## config.mk

```make
export PLATFORM = sky130hd
export DESIGN_NAME = rv32_fetch_unit
export DESIGN_NICKNAME = d
export VERILOG_FILES = /design/src/rtl/rv32_pkg.sv /design/src/rtl/rv32_fetch_fifo.sv /design/src/rtl/rv32_fetch_unit.sv
export SDC_FILE = /design/constraint.sdc
export NUM_CORES = 1
export LEC_CHECK = 0
export CAP_MARGIN = 0
export CORE_MARGIN = 4
export CORE_UTILIZATION = 40
export CTS_CLUSTER_DIAMETER = 30
export DETAILED_ROUTE_END_ITERATION = 8
export GPL_TIMING_DRIVEN = 0
export PLACE_DENSITY_LB_ADDON = 0.2
export SLEW_MARGIN = 40
export SYNTH_ARGS = -nofsm -noshare
export SYNTH_HDL_FRONTEND = slang
export SYNTH_HIERARCHICAL = 1
export SYNTH_SLANG_ARGS = --single-unit
```

## constraint.sdc

```tcl
create_clock -name clk -period 8.1 [get_ports clk]
set_input_delay 2.025 -clock clk [delete_from_list [all_inputs] [get_ports clk]]
set_output_delay 2.025 -clock clk [all_outputs]
set_load 0.03 [all_outputs]
```

## src/rtl/rv32_pkg.sv

```systemverilog
// Shared RV32 front-end types: the canonical NOP and the IF/ID entry carrying
// an instruction word together with its PC.
package rv32_pkg;

  localparam logic [31:0] RV32_NOP = 32'h0000_0013;

  typedef struct packed {
    logic [31:0] pc;
    logic [31:0] code;
  } fetch_entry_t;

endpackage

```

## src/rtl/rv32_fetch_fifo.sv

```systemverilog
// Prefetch FIFO of {pc, code} entries with wrap-around pointers, flush and a
// head read straight from registered storage.
module rv32_fetch_fifo
  import rv32_pkg::*;
#(
  parameter  int unsigned DEPTH = 2,
  localparam int unsigned CNT_W = $clog2(DEPTH + 1)
) (
  input  logic             clk,
  input  logic             rst_n,
  input  logic             push,
  input  fetch_entry_t     push_entry,
  input  logic             pop,
  input  logic             flush,
  output logic [CNT_W-1:0] count,
  output logic             head_valid,
  output fetch_entry_t     head_entry
);

  localparam int unsigned PTR_W = (DEPTH > 1) ? $clog2(DEPTH) : 1;

  fetch_entry_t     mem_q [DEPTH];
  fetch_entry_t     mem_d [DEPTH];
  logic [PTR_W-1:0] wr_ptr_q, wr_ptr_d;
  logic [PTR_W-1:0] rd_ptr_q, rd_ptr_d;
  logic [CNT_W-1:0] count_q, count_d;

  function automatic logic [PTR_W-1:0] ptr_inc(input logic [PTR_W-1:0] p);
    return (p == PTR_W'(DEPTH - 1)) ? '0 : p + 1'b1;
  endfunction

  always_comb begin
    mem_d    = mem_q;
    wr_ptr_d = wr_ptr_q;
    rd_ptr_d = rd_ptr_q;
    count_d  = count_q;
    if (flush) begin
      wr_ptr_d = '0;
      rd_ptr_d = '0;
      count_d  = '0;
    end else begin
      if (push) begin
        mem_d[wr_ptr_q] = push_entry;
        wr_ptr_d        = ptr_inc(wr_ptr_q);
      end
      if (pop) begin
        rd_ptr_d = ptr_inc(rd_ptr_q);
      end
      count_d = count_q + CNT_W'(push) - CNT_W'(pop);
    end
  end

  always_ff @(posedge clk or negedge rst_n) begin
    if (!rst_n) begin
      wr_ptr_q <= '0;
      rd_ptr_q <= '0;
      count_q  <= '0;
    end else begin
      wr_ptr_q <= wr_ptr_d;
      rd_ptr_q <= rd_ptr_d;
      count_q  <= count_d;
    end
  end

  // Payload needs no reset: it is only visible while count_q is non-zero.
  always_ff @(posedge clk) begin
    mem_q <= mem_d;
  end

  assign count      = count_q;
  assign head_valid = (count_q != '0);
  assign head_entry = head_valid ? mem_q[rd_ptr_q]
                                 : '{pc: 32'h0000_0000, code: RV32_NOP};

  a_no_overflow: assert property (@(posedge clk) disable iff (!rst_n)
    !(push && !pop && !flush && (count_q == CNT_W'(DEPTH))));

  a_no_underflow: assert property (@(posedge clk) disable iff (!rst_n)
    !(pop && !flush && (count_q == '0)));

endmodule

```

## src/rtl/rv32_fetch_unit.sv

```systemverilog
// RV32 instruction-fetch front end: owns the PC, issues in-order credit-limited
// requests, buffers returned words and drops responses made stale by a redirect.
module rv32_fetch_unit
  import rv32_pkg::*;
#(
  parameter logic [31:0] RESET_PC = 32'h0000_0000,
  parameter int unsigned DEPTH    = 2
) (
  input  logic        clk,
  input  logic        rst_n,
  input  logic        stall,
  input  logic        redirect_valid,
  input  logic [31:0] redirect_pc,
  output logic        imem_req_valid,
  input  logic        imem_req_ready,
  output logic [31:0] imem_addr,
  input  logic        imem_rsp_valid,
  input  logic [31:0] imem_rsp_data,
  output logic        fetch_valid,
  output logic [31:0] fetch_code,
  output logic [31:0] fetch_pc
);

  localparam int unsigned CNT_W = $clog2(DEPTH + 1);
  localparam int unsigned SUM_W = CNT_W + 1;

  logic [31:0]      pc_q, pc_d;
  logic [31:0]      rsp_pc_q, rsp_pc_d;
  logic [CNT_W-1:0] out_cnt_q, out_cnt_d;
  logic [CNT_W-1:0] drop_cnt_q, drop_cnt_d;

  logic [CNT_W-1:0] fifo_count;
  logic             head_valid;
  fetch_entry_t     head_entry;
  fetch_entry_t     push_entry;
  logic             pop, push, req_fire, rsp_drop;
  logic [SUM_W-1:0] in_flight;

  assign pop = head_valid && !stall && !redirect_valid;

  // An entry leaving this cycle frees its slot for a request issued in the
  // same cycle; this is what sustains one instruction per cycle at DEPTH 2.
  assign in_flight = {1'b0, fifo_count} + {1'b0, out_cnt_q} - SUM_W'(pop);

  assign imem_req_valid = rst_n && !redirect_valid && (in_flight < SUM_W'(DEPTH));
  assign imem_addr      = pc_q;
  assign req_fire       = imem_req_valid && imem_req_ready;

  assign rsp_drop   = imem_rsp_valid && (drop_cnt_q != '0);
  assign push       = imem_rsp_valid && (drop_cnt_q == '0) && !redirect_valid;
  assign push_entry = '{pc: rsp_pc_q, code: imem_rsp_data};

  // Live responses return in request order starting at the last fetch target,
  // so their PC is a running counter rather than a second FIFO.
  always_comb begin
    pc_d       = pc_q;
    rsp_pc_d   = rsp_pc_q;
    out_cnt_d  = out_cnt_q;
    drop_cnt_d = drop_cnt_q;
    if (redirect_valid) begin
      pc_d       = {redirect_pc[31:2], 2'b00};
      rsp_pc_d   = {redirect_pc[31:2], 2'b00};
      out_cnt_d  = '0;
      drop_cnt_d = drop_cnt_q + out_cnt_q - CNT_W'(imem_rsp_valid);
    end else begin
      if (req_fire) begin
        pc_d = pc_q + 32'd4;
      end
      if (rsp_drop) begin
        drop_cnt_d = drop_cnt_q - 1'b1;
      end
      if (push) begin
        rsp_pc_d = rsp_pc_q + 32'd4;
      end
      out_cnt_d = out_cnt_q + CNT_W'(req_fire) - CNT_W'(push);
    end
  end

  always_ff @(posedge clk or negedge rst_n) begin
    if (!rst_n) begin
      pc_q       <= RESET_PC;
      rsp_pc_q   <= RESET_PC;
      out_cnt_q  <= '0;
      drop_cnt_q <= '0;
    end else begin
      pc_q       <= pc_d;
      rsp_pc_q   <= rsp_pc_d;
      out_cnt_q  <= out_cnt_d;
      drop_cnt_q <= drop_cnt_d;
    end
  end

  rv32_fetch_fifo #(
    .DEPTH (DEPTH)
  ) u_fifo (
    .clk        (clk),
    .rst_n      (rst_n),
    .push       (push),
    .push_entry (push_entry),
    .pop        (pop),
    .flush      (redirect_valid),
    .count      (fifo_count),
    .head_valid (head_valid),
    .head_entry (head_entry)
  );

  assign fetch_valid = head_valid;
  assign fetch_code  = head_entry.code;
  assign fetch_pc    = head_entry.pc;

  a_rsp_expected: assert property (@(posedge clk) disable iff (!rst_n)
    !(imem_rsp_valid && (out_cnt_q == '0) && (drop_cnt_q == '0)));

endmodule

```

* Word-level counts from Yosys, hierarchy flattened *
Cells that the tools add are included.

storage, ports and cells
  register bits = 200
  input bits = 70
  output and inout port bits = 98
  logic and storage cells = 71

cells by class
  add/subtract/negate cells = 13
  order comparisons = 4
  muxes and demuxes = 21
  bitwise logic cells = 3
  reduce and logical (&&, ||, !) cells = 19

operators with widths
  operator               count
  $mux 64                5
  $bwmux 128             1
  $mux 32                4
  $add 32x3->32 const B  2
  $demux 64 s1           1
  $reduce_bool 2->1      6
  $logic_and 1x1->1      9
  $mux 2                 4
  $mux 1                 6
  $sub 2x1->2            3
  $add 2x1->2            2
  $ge 2x2->1 const B     2
  $not 1->2              2
  $add 2x2->3            1
  $lt 3x2->1 const B     1
  $sub 3x1->3            1
  $add 1x1->1 const B    2
  $add 2x2->2            1
  $logic_not 1->1        2
  $logic_not 2->1        1
  $lt 2x1->1 const B     1
  $reduce_and 2->1       1
  $sub 2x1->2 const B    1
  $not 1->1              1

* Logic depth before layout (Yosys ltp) *
Gate-level depths: netlist of run 1.

  depth after elaboration = 10
  depth in mapped cells = 17

* Cells and area by module *
Netlist of run 1, hierarchy kept.

modules (own cells, without submodules)
  module           instances  cells an instance  area each (um2)
  rv32_fetch_fifo  1          288                5038.6
  rv32_fetch_unit  1          412                3731.1

* Worst setup path before layout of run 1 *
Ideal clock, no wire load.

  path type = input to register
  start = input redirect_valid
  end = register u_fifo/mem_q[100] (netlist name) (enable)
  data arrival time = 7.388 ns
  data required time = 7.521 ns
  slack = 0.133 ns
  cell stages on the path = 4
  cell sequence = clkbuf_1 > clkbuf_1 > nor2_1 > nor3b_1

between the ends
  cells in the longest elaborated chain, start to end = 3

ends and longest elaborated chain
  item                        RTL line               text
  start, declared             rv32_fetch_unit.sv:12  input logic redirect_valid,
  $logic_not 1->1             rv32_fetch_unit.sv:50  assign push = imem_rsp_valid && (drop_cnt_q == '0) && !redirect_valid;
  $logic_and 1x1->1           rv32_fetch_unit.sv:50
  via push                    rv32_fetch_unit.sv:36  logic pop, push, req_fire, rsp_drop;
  $reduce_and 2->1 (no line)  --
  end signal, assigned        rv32_fetch_fifo.sv:67  mem_q <= mem_d;
  end, declared               rv32_fetch_fifo.sv:22  fetch_entry_t mem_q [DEPTH];

The timed path passes the listed nets, and every way through them passes these cells.
A chain may end at the register's enable or synchronous reset.

* Worst setup path in the final report of run 1 *
  start = input redirect_valid
  end = output imem_req_valid

between the ends
  cells in the longest elaborated chain, start to end = 5

ends and longest elaborated chain
  item               RTL line               text
  $logic_not 1->1    rv32_fetch_unit.sv:39  assign pop = head_valid && !stall && !redirect_valid;
  $logic_and 1x1->1  rv32_fetch_unit.sv:39
  via pop            rv32_fetch_unit.sv:36
  $sub 3x1->3        rv32_fetch_unit.sv:43  assign in_flight = {1'b0, fifo_count} + {1'b0, out_cnt_q} - SUM_W'(pop);
  $lt 3x2->1         rv32_fetch_unit.sv:45  assign imem_req_valid = rst_n && !redirect_valid && (in_flight < SUM_W'(DEPTH));
  $logic_and 1x1->1  rv32_fetch_unit.sv:45
  end, declared      rv32_fetch_unit.sv:14  output logic imem_req_valid,

The timed path passes the listed nets, and every way through them passes these cells.

==> results of run 1 <==
==> stage by stage <==
stage	total power [uW]	area, sq um	hold slack [ns]	TNS [ns]	worst slack [ns]
after floorplan	1670	8790	0.462	0	0.133
after global placement	1990	10800	0.482	-256.44	-4.01
after detailed placement	2000	10900	0.492	-0.0745	-0.0745
after CTS	2840	11500	0.508	0	0.0344
after global routing	2950	11500	0.523	0	0.0520
final	2810	11500	0.503	0	0.264
==> repair_timing <==
action,4_1_cts,5_1_grt
hold buffers,0,0
cloned,0,0
setup endpoints to repair,1,1
resized for setup,1,1
==> registers in the layout (all words and copies together), names as in the netlist <==
register / cells
u_fifo/wr_ptr_q: 1
u_fifo/count: 2
u_fifo/rd_ptr_q: 1
out_cnt_q: 2
u_fifo/mem_q: 128
rsp_pc_q: 30
imem_addr: 30
drop_cnt_q: 2
==> cells by family after synthesis <==
family	after synthesis	share of synthesized area [%]
flip-flops	196	63.2
AO/OA/AOI/OAI	93	6.56
multiplexers	67	7.66
other	1	0.0428
AND/OR/NAND/NOR	242	13.7
adder cells (fa/ha/maj)	12	1.80
buffers and inverters	49	2.78
XOR/XNOR	40	4.24
==> power breakdown <==
| part | internal (uW) | switching [uW] |
|---|---|---|
| Clock | 484 | 357 |
| Combinational | 312 | 442 |
| Sequential | 1140 | 76.3 |
==> cells in the mapped netlist (3+ instances only) <==
library cell and instances:
nand2_1 59, xor2_1 21, inv_1 15, edfxtp_1 128
buf_6 5, mux2i_1 66, nor4_1 3, clkbuf_1 16
nor2_1 87, a31oi_1 6, buf_2 9, o311ai_0 13
ha_1 11, and3_1 10, xnor2_1 17, dfrtp_1 68
nand3_1 31, o21ai_0 46, o211ai_1 10, nand4_1 16
or3_1 4, and4_1 7, buf_4 3, a21oi_1 11
nor3b_1 4
==> routing by layer <==
layer	global-route usage [%]	wire [um]	part of all wire [%]
met1	25.6	10100	48
met2	26.3	9320	44
met3	4.47	1340	6.3
met4	5.04	357	1.7
met5	0	0	0
==> worst paths after layout <==
check	start	endpoint	slack [ns]	cells after the start
setup / recovery	redirect_valid	imem_req_valid	0.26	11
hold / removal	rsp_pc_q[31]	u_fifo/mem_q[63]	0.50	0
setup reg to reg	u_fifo/count[1]	out_cnt_q[1]	3.57	17
hold reg to reg	rsp_pc_q[31]	u_fifo/mem_q[63]	0.50	0
max in group asynchronous	rst_n	u_fifo/count[0]	6.14	2
min in group asynchronous	rst_n	imem_addr[27]	1.43	1
==> layout make-up <==
| class | instances | area (sq um) |
|---|---|---|
| clock inverter | 14 | 159 |
| timing repair buffer | 176 | 1770 |
| clock buffer | 18 | 429 |
| sequential | 196 | 5550 |
| inverter | 15 | 56.3 |
| tap | 275 | 344 |
| multi-input combinational | 460 | 3010 |
| buffer | 34 | 189 |
| fill | 1806 | 9780 |
==> worst register-to-register path, cell delays in order (launching register included) <==
cell	delay, ns
dfrtp_1	0.40
nor2_2	0.45
inv_1	0.27
nor3b_2	0.25
ha_1	0.28
nand2b_1	0.15
fa_1	0.49
and4b_1	0.24
and2_1	0.23
inv_1	0.08
buf_2	0.22
buf_1	0.45
ha_1	0.33
inv_1	0.05
ha_1	0.14
xor2_1	0.18
xnor2_1	0.14
nor2_1	0.05
==> results.sh, run 1 <==
export IMPL_final_cell_mix="162 x clkdlybuf4s50_1, 128 x edfxtp_1, 87 x nor2_1"
export IMPL_max_slew_margin_pct=55.4
export IMPL_dr_pass1_iters=5
export IMPL_grt_usage_pct=17.6
export IMPL_pin_count=168
export IMPL_cpMaxStageDelayCell="clkdlybuf4s50_1"
export IMPL_cellLeakagePower_uw=0.00405
export IMPL_post_cts_buffers=0
export IMPL_port_buffers=163
export IMPL_hold_viol=0
export IMPL_period_share_pct=96.7
export IMPL_drc=0
export IMPL_cts_tree="built"
export IMPL_critPathLaunchType="primary input"
export IMPL_finalClockSkew_ns=0.0109
export IMPL_tightestPinTransition_ns=0.669
export IMPL_path_common_cell="clkdlybuf4s50_1"
export IMPL_ys_ff_latch=196
export IMPL_drive_above_1_share_pct=8.00
export IMPL_status="finished, final reports clean"
export IMPL_final_nets=982
export IMPL_start_util_pct=41.2
export IMPL_final_cells=1188
export IMPL_dieArea_sq_mm=0.0244
export IMPL_synth_edf_count=128
export IMPL_worstPathMaxFanout=10
export IMPL_dieWidth_um=156
export IMPL_cts_htree_levels=4
export IMPL_max_freq_mhz=128
export IMPL_synth_warnings=6
export IMPL_grt_pass1_wl_mm=33.5
export IMPL_area_delta_synth_final_pct=31.2
export IMPL_drt_iter0_markers=379
export IMPL_vias=6188
export IMPL_worstSetupPathType="primary input to output port"
export IMPL_netlist_top_cells_area="edfxtp_1 44%, dfrtp_1 19%, mux2i_1 7.5%"
export IMPL_globalRouteOverflowTotal=0
export IMPL_clkTransAtPathRegs_ns=0.07
export IMPL_die_h_um=156
export IMPL_rsz0062_at_grt="no"
export IMPL_setup_viol=0
export IMPL_syn_mean_instance_area_sq_um=12.5
export IMPL_synthDistinctLibCells=53
export IMPL_placedCellCount=1156
export IMPL_period_minus_slack_ns=7.84
export IMPL_routedWlPerCell_um=17.8
export IMPL_arrival_ns=5.81
export IMPL_clock_root_buffer="clkbuf_16"
export IMPL_synthCells=700
export IMPL_grt_max_degree=52
export IMPL_synth_ff_type="edfxtp_1"
export IMPL_worst_ep_required_time_ns=6.08
export IMPL_path_delay_family="buffers and inverters"
export IMPL_yosysTopAreaCell="edfxtp_1"
export IMPL_gp_congestion=0.836
export IMPL_cts_buffer_depth=2
export IMPL_crit_buf_inv=4
export IMPL_synth_top_cell_area_share_pct=43.8
export IMPL_clk_latency_ns=0.43
export IMPL_ir_drop_v=0.000136
export IMPL_cts_buffers_inserted=17
export IMPL_synth_cell_area_sq_mm=0.00877
export IMPL_cp_cell_sequence="clkdlybuf4s50_1 -> clkbuf_1 -> clkbuf_2 -> nor3b_2 -> ha_1 -> nand2b_1 -> fa_1 -> xor2_2 -> nand3_1 -> nor2_1 -> clkdlybuf4s50_1"
export IMPL_power_density_mw_per_mm2=244
export IMPL_ys_seq_area_share_pct=63.2
export IMPL_antenna_left=0
export IMPL_postSynth_asyncResetShare_pct=34.7
export IMPL_hold_class="register to register"
export IMPL_antenna_found_initial=0
export IMPL_cts_sinks=196
export IMPL_drt_vias_per_instance=5.21
export IMPL_layout_cells_most_common="clkdlybuf4s50_1"
export IMPL_finalMaxSlewViolations=0
export IMPL_finalWirelength_mm=21.2
export IMPL_end_kind="output port"
export IMPL_cap_violations=0
export IMPL_dp_hpwl_mm=15.5
export IMPL_core_sq_mm=0.0213
export IMPL_diodes=0
export IMPL_slowest_delay_ns=0.78
export IMPL_fin_util_pct=54.1
export IMPL_grt_pass1_vias=6171
export IMPL_rows=53
Note: power is estimated with default switching activity, not from simulation.
==> run 2, diff against run 1 <==
Clock period 8.1 ns to 10.1 ns, I/O delays scaled along.
==> run 2 against run 1 <==
Largest cell class unchanged. Via count about the same. Core utilization about the same. Clock power decreased by 20%. Largest power group unchanged. Worst hold slack about the same. Routed wire length about the same. Count of clock-buffer cells in the layout unchanged. First-iteration DRC count decreased by 1.3%. Sequential cell count unchanged.
==> results.sh, run 2 (same netlist as run 1, synthesis figures left out) <==
export IMPL_cellLeakagePower_uw=0.00404
export IMPL_sw_frac_of_total_pct=31.1
export IMPL_r2r_start="u_fifo/count[1]"
export IMPL_power_internal_uw=1550
export IMPL_start_util_pct=41.2
export IMPL_p_switching_uw=701
export IMPL_end_kind="output port"
export IMPL_drc=0
export IMPL_cts_buffer_depth=2
export IMPL_dieWidth_um=156
export IMPL_antenna_left=0
export IMPL_placed_area_sq_mm=0.0109
export IMPL_port_buffers=163
export IMPL_drive_above_1_share_pct=7.78
export IMPL_drt_vias_per_instance=5.21
export IMPL_final_nets=982
export IMPL_cts_buffers_inserted=17
export IMPL_arrival_ns=6.61
export IMPL_gp_congestion=0.836
export IMPL_hold_end="u_fifo/mem_q[63]"
export IMPL_ir_drop_v=0.000109
export IMPL_placedCellCount=1156
export IMPL_rrSetupSlack_ns=5.53
export IMPL_stdcell_area_sq_mm=0.0115
export IMPL_period_minus_slack_ns=9.13
export IMPL_cts_htree_levels=4
export IMPL_layout_cells_most_common="clkdlybuf4s50_1"
export IMPL_dp_hpwl_mm=15.5
export IMPL_power_uw=2250
export IMPL_clock_root_buffer="clkbuf_16"
export IMPL_antenna_found_initial=0
export IMPL_die_h_um=156
export IMPL_tightestPinTransition_ns=0.667
export IMPL_cts_tree="built"
export IMPL_worstSetupPathType="primary input to output port"
export IMPL_dr_pass1_iters=5
export IMPL_finalClockSkew_ns=0.0108
export IMPL_cts_sinks=196
export IMPL_status="finished, final reports clean"
export IMPL_comb_power_share_pct=26.8
export IMPL_whs_path_depth=0
export IMPL_diodes=0
export IMPL_finalWirelength_mm=21.1
export IMPL_setup_viol=0
export IMPL_max_freq_mhz=109
export IMPL_max_slew_margin_pct=55.5
export IMPL_period_share_pct=90.4
export IMPL_worst_ep_required_time_ns=7.58
export IMPL_r2r_end="out_cnt_q[1]"
export IMPL_r2r_cells=17
export IMPL_routedWlPerCell_um=17.8
export IMPL_rows=53
export IMPL_globalRouteOverflowTotal=0
export IMPL_critPathLaunchType="primary input"
export IMPL_worstPathMaxFanout=10
export IMPL_fin_util_pct=54.0
export IMPL_area_delta_synth_final_pct=31.1
export IMPL_core_sq_mm=0.0213
export IMPL_hold_class="register to register"
export IMPL_p_clk_share_pct=29.9
export IMPL_cap_violations=0
export IMPL_grt_max_degree=52
export IMPL_clkTransAtPathRegs_ns=0.07
export IMPL_drt_iter0_markers=374
export IMPL_final_cells=1188
export IMPL_cts_resized_gates=0
export IMPL_rsz0062_at_grt="no"
export IMPL_seqPwrFrac_pct=43.3
export IMPL_finalMaxSlewViolations=0
export IMPL_fin_tns_setup_ns=0
export IMPL_hp_start="rsp_pc_q[31]"
export IMPL_cts_hold_buf=0
export IMPL_pin_count=168
export IMPL_final_cell_mix="162 x clkdlybuf4s50_1, 128 x edfxtp_1, 87 x nor2_1"
export IMPL_power_density_mw_per_mm2=196
export IMPL_grt_pass1_wl_mm=33.5
export IMPL_post_cts_buffers=0
export IMPL_largest_register="u_fifo/mem_q"
export IMPL_dieArea_sq_mm=0.0244
export IMPL_grt_usage_pct=17.6
export IMPL_clk_latency_ns=0.43
export IMPL_vias=6185
export IMPL_hold_viol=0
export IMPL_largest_register_ffs=128
export IMPL_grt_pass1_vias=6171
run 2: cell counts in the layout (fill, tap and decap cells not counted):
Identical to the previous run, type by type.
run 2: how the worst max path moves through the flow:
stage	start	end	slack (ns)	cells after the start
global placement	redirect_valid	u_fifo/mem_q[72]	-2.51	5
CTS	redirect_valid	imem_req_valid	0.91	11
floorplan	redirect_valid	u_fifo/mem_q[100]	1.63	4
detailed placement	redirect_valid	imem_req_valid	0.93	11
global route	redirect_valid	imem_req_valid	0.75	11
finish	redirect_valid	imem_req_valid	0.97	11
run 2: through the flow:
step                setup slack, ns  hold WS, ns
finish                        0.966        0.503
CTS                           0.909        0.508
global placement              -2.51        0.482
floorplan                      1.63        0.462
detailed placement            0.925        0.492
global route                  0.745        0.523
run 2: cell type report:
cell class	count	area, sq um
Clock inverter	14	159
Sequential cell	196	5550
Timing Repair Buffer	176	1770
Fill cell	1806	9790
Inverter	15	56.3
Buffer	34	188
Multi-Input combinational cell	460	3010
Tap cell	275	344
Clock buffer	18	429
run 2: routing by layer:
layer  vias to the layer above  global-route usage (%)  wire [um]
met5                         -                       0          0
met4                         0                    5.04        357
met3                        22                    4.47       1430
met2                       236                    26.3       9340
met1                      2967                    25.6      10000
li1                       2960                       -          -
run 2: power groups by stage:
stage,sequential [uW],combinational [uW],clock [uW]
after floorplan,1010,329,0
after global placement,994,599,0
after detailed placement,991,609,0
after CTS,976,613,688
after global routing,985,654,728
final,976,605,673
run 2: worst max-delay path, stage by stage:
cell,delay [ns]
clkdlybuf4s50_1,0.78
clkbuf_1,0.41
clkbuf_1,0.54
nor3b_1,0.22
ha_1,0.31
nand2b_1,0.15
fa_1,0.41
xor2_2,0.28
nand3_1,0.11
nor2_1,0.14
clkdlybuf4s50_1,0.70
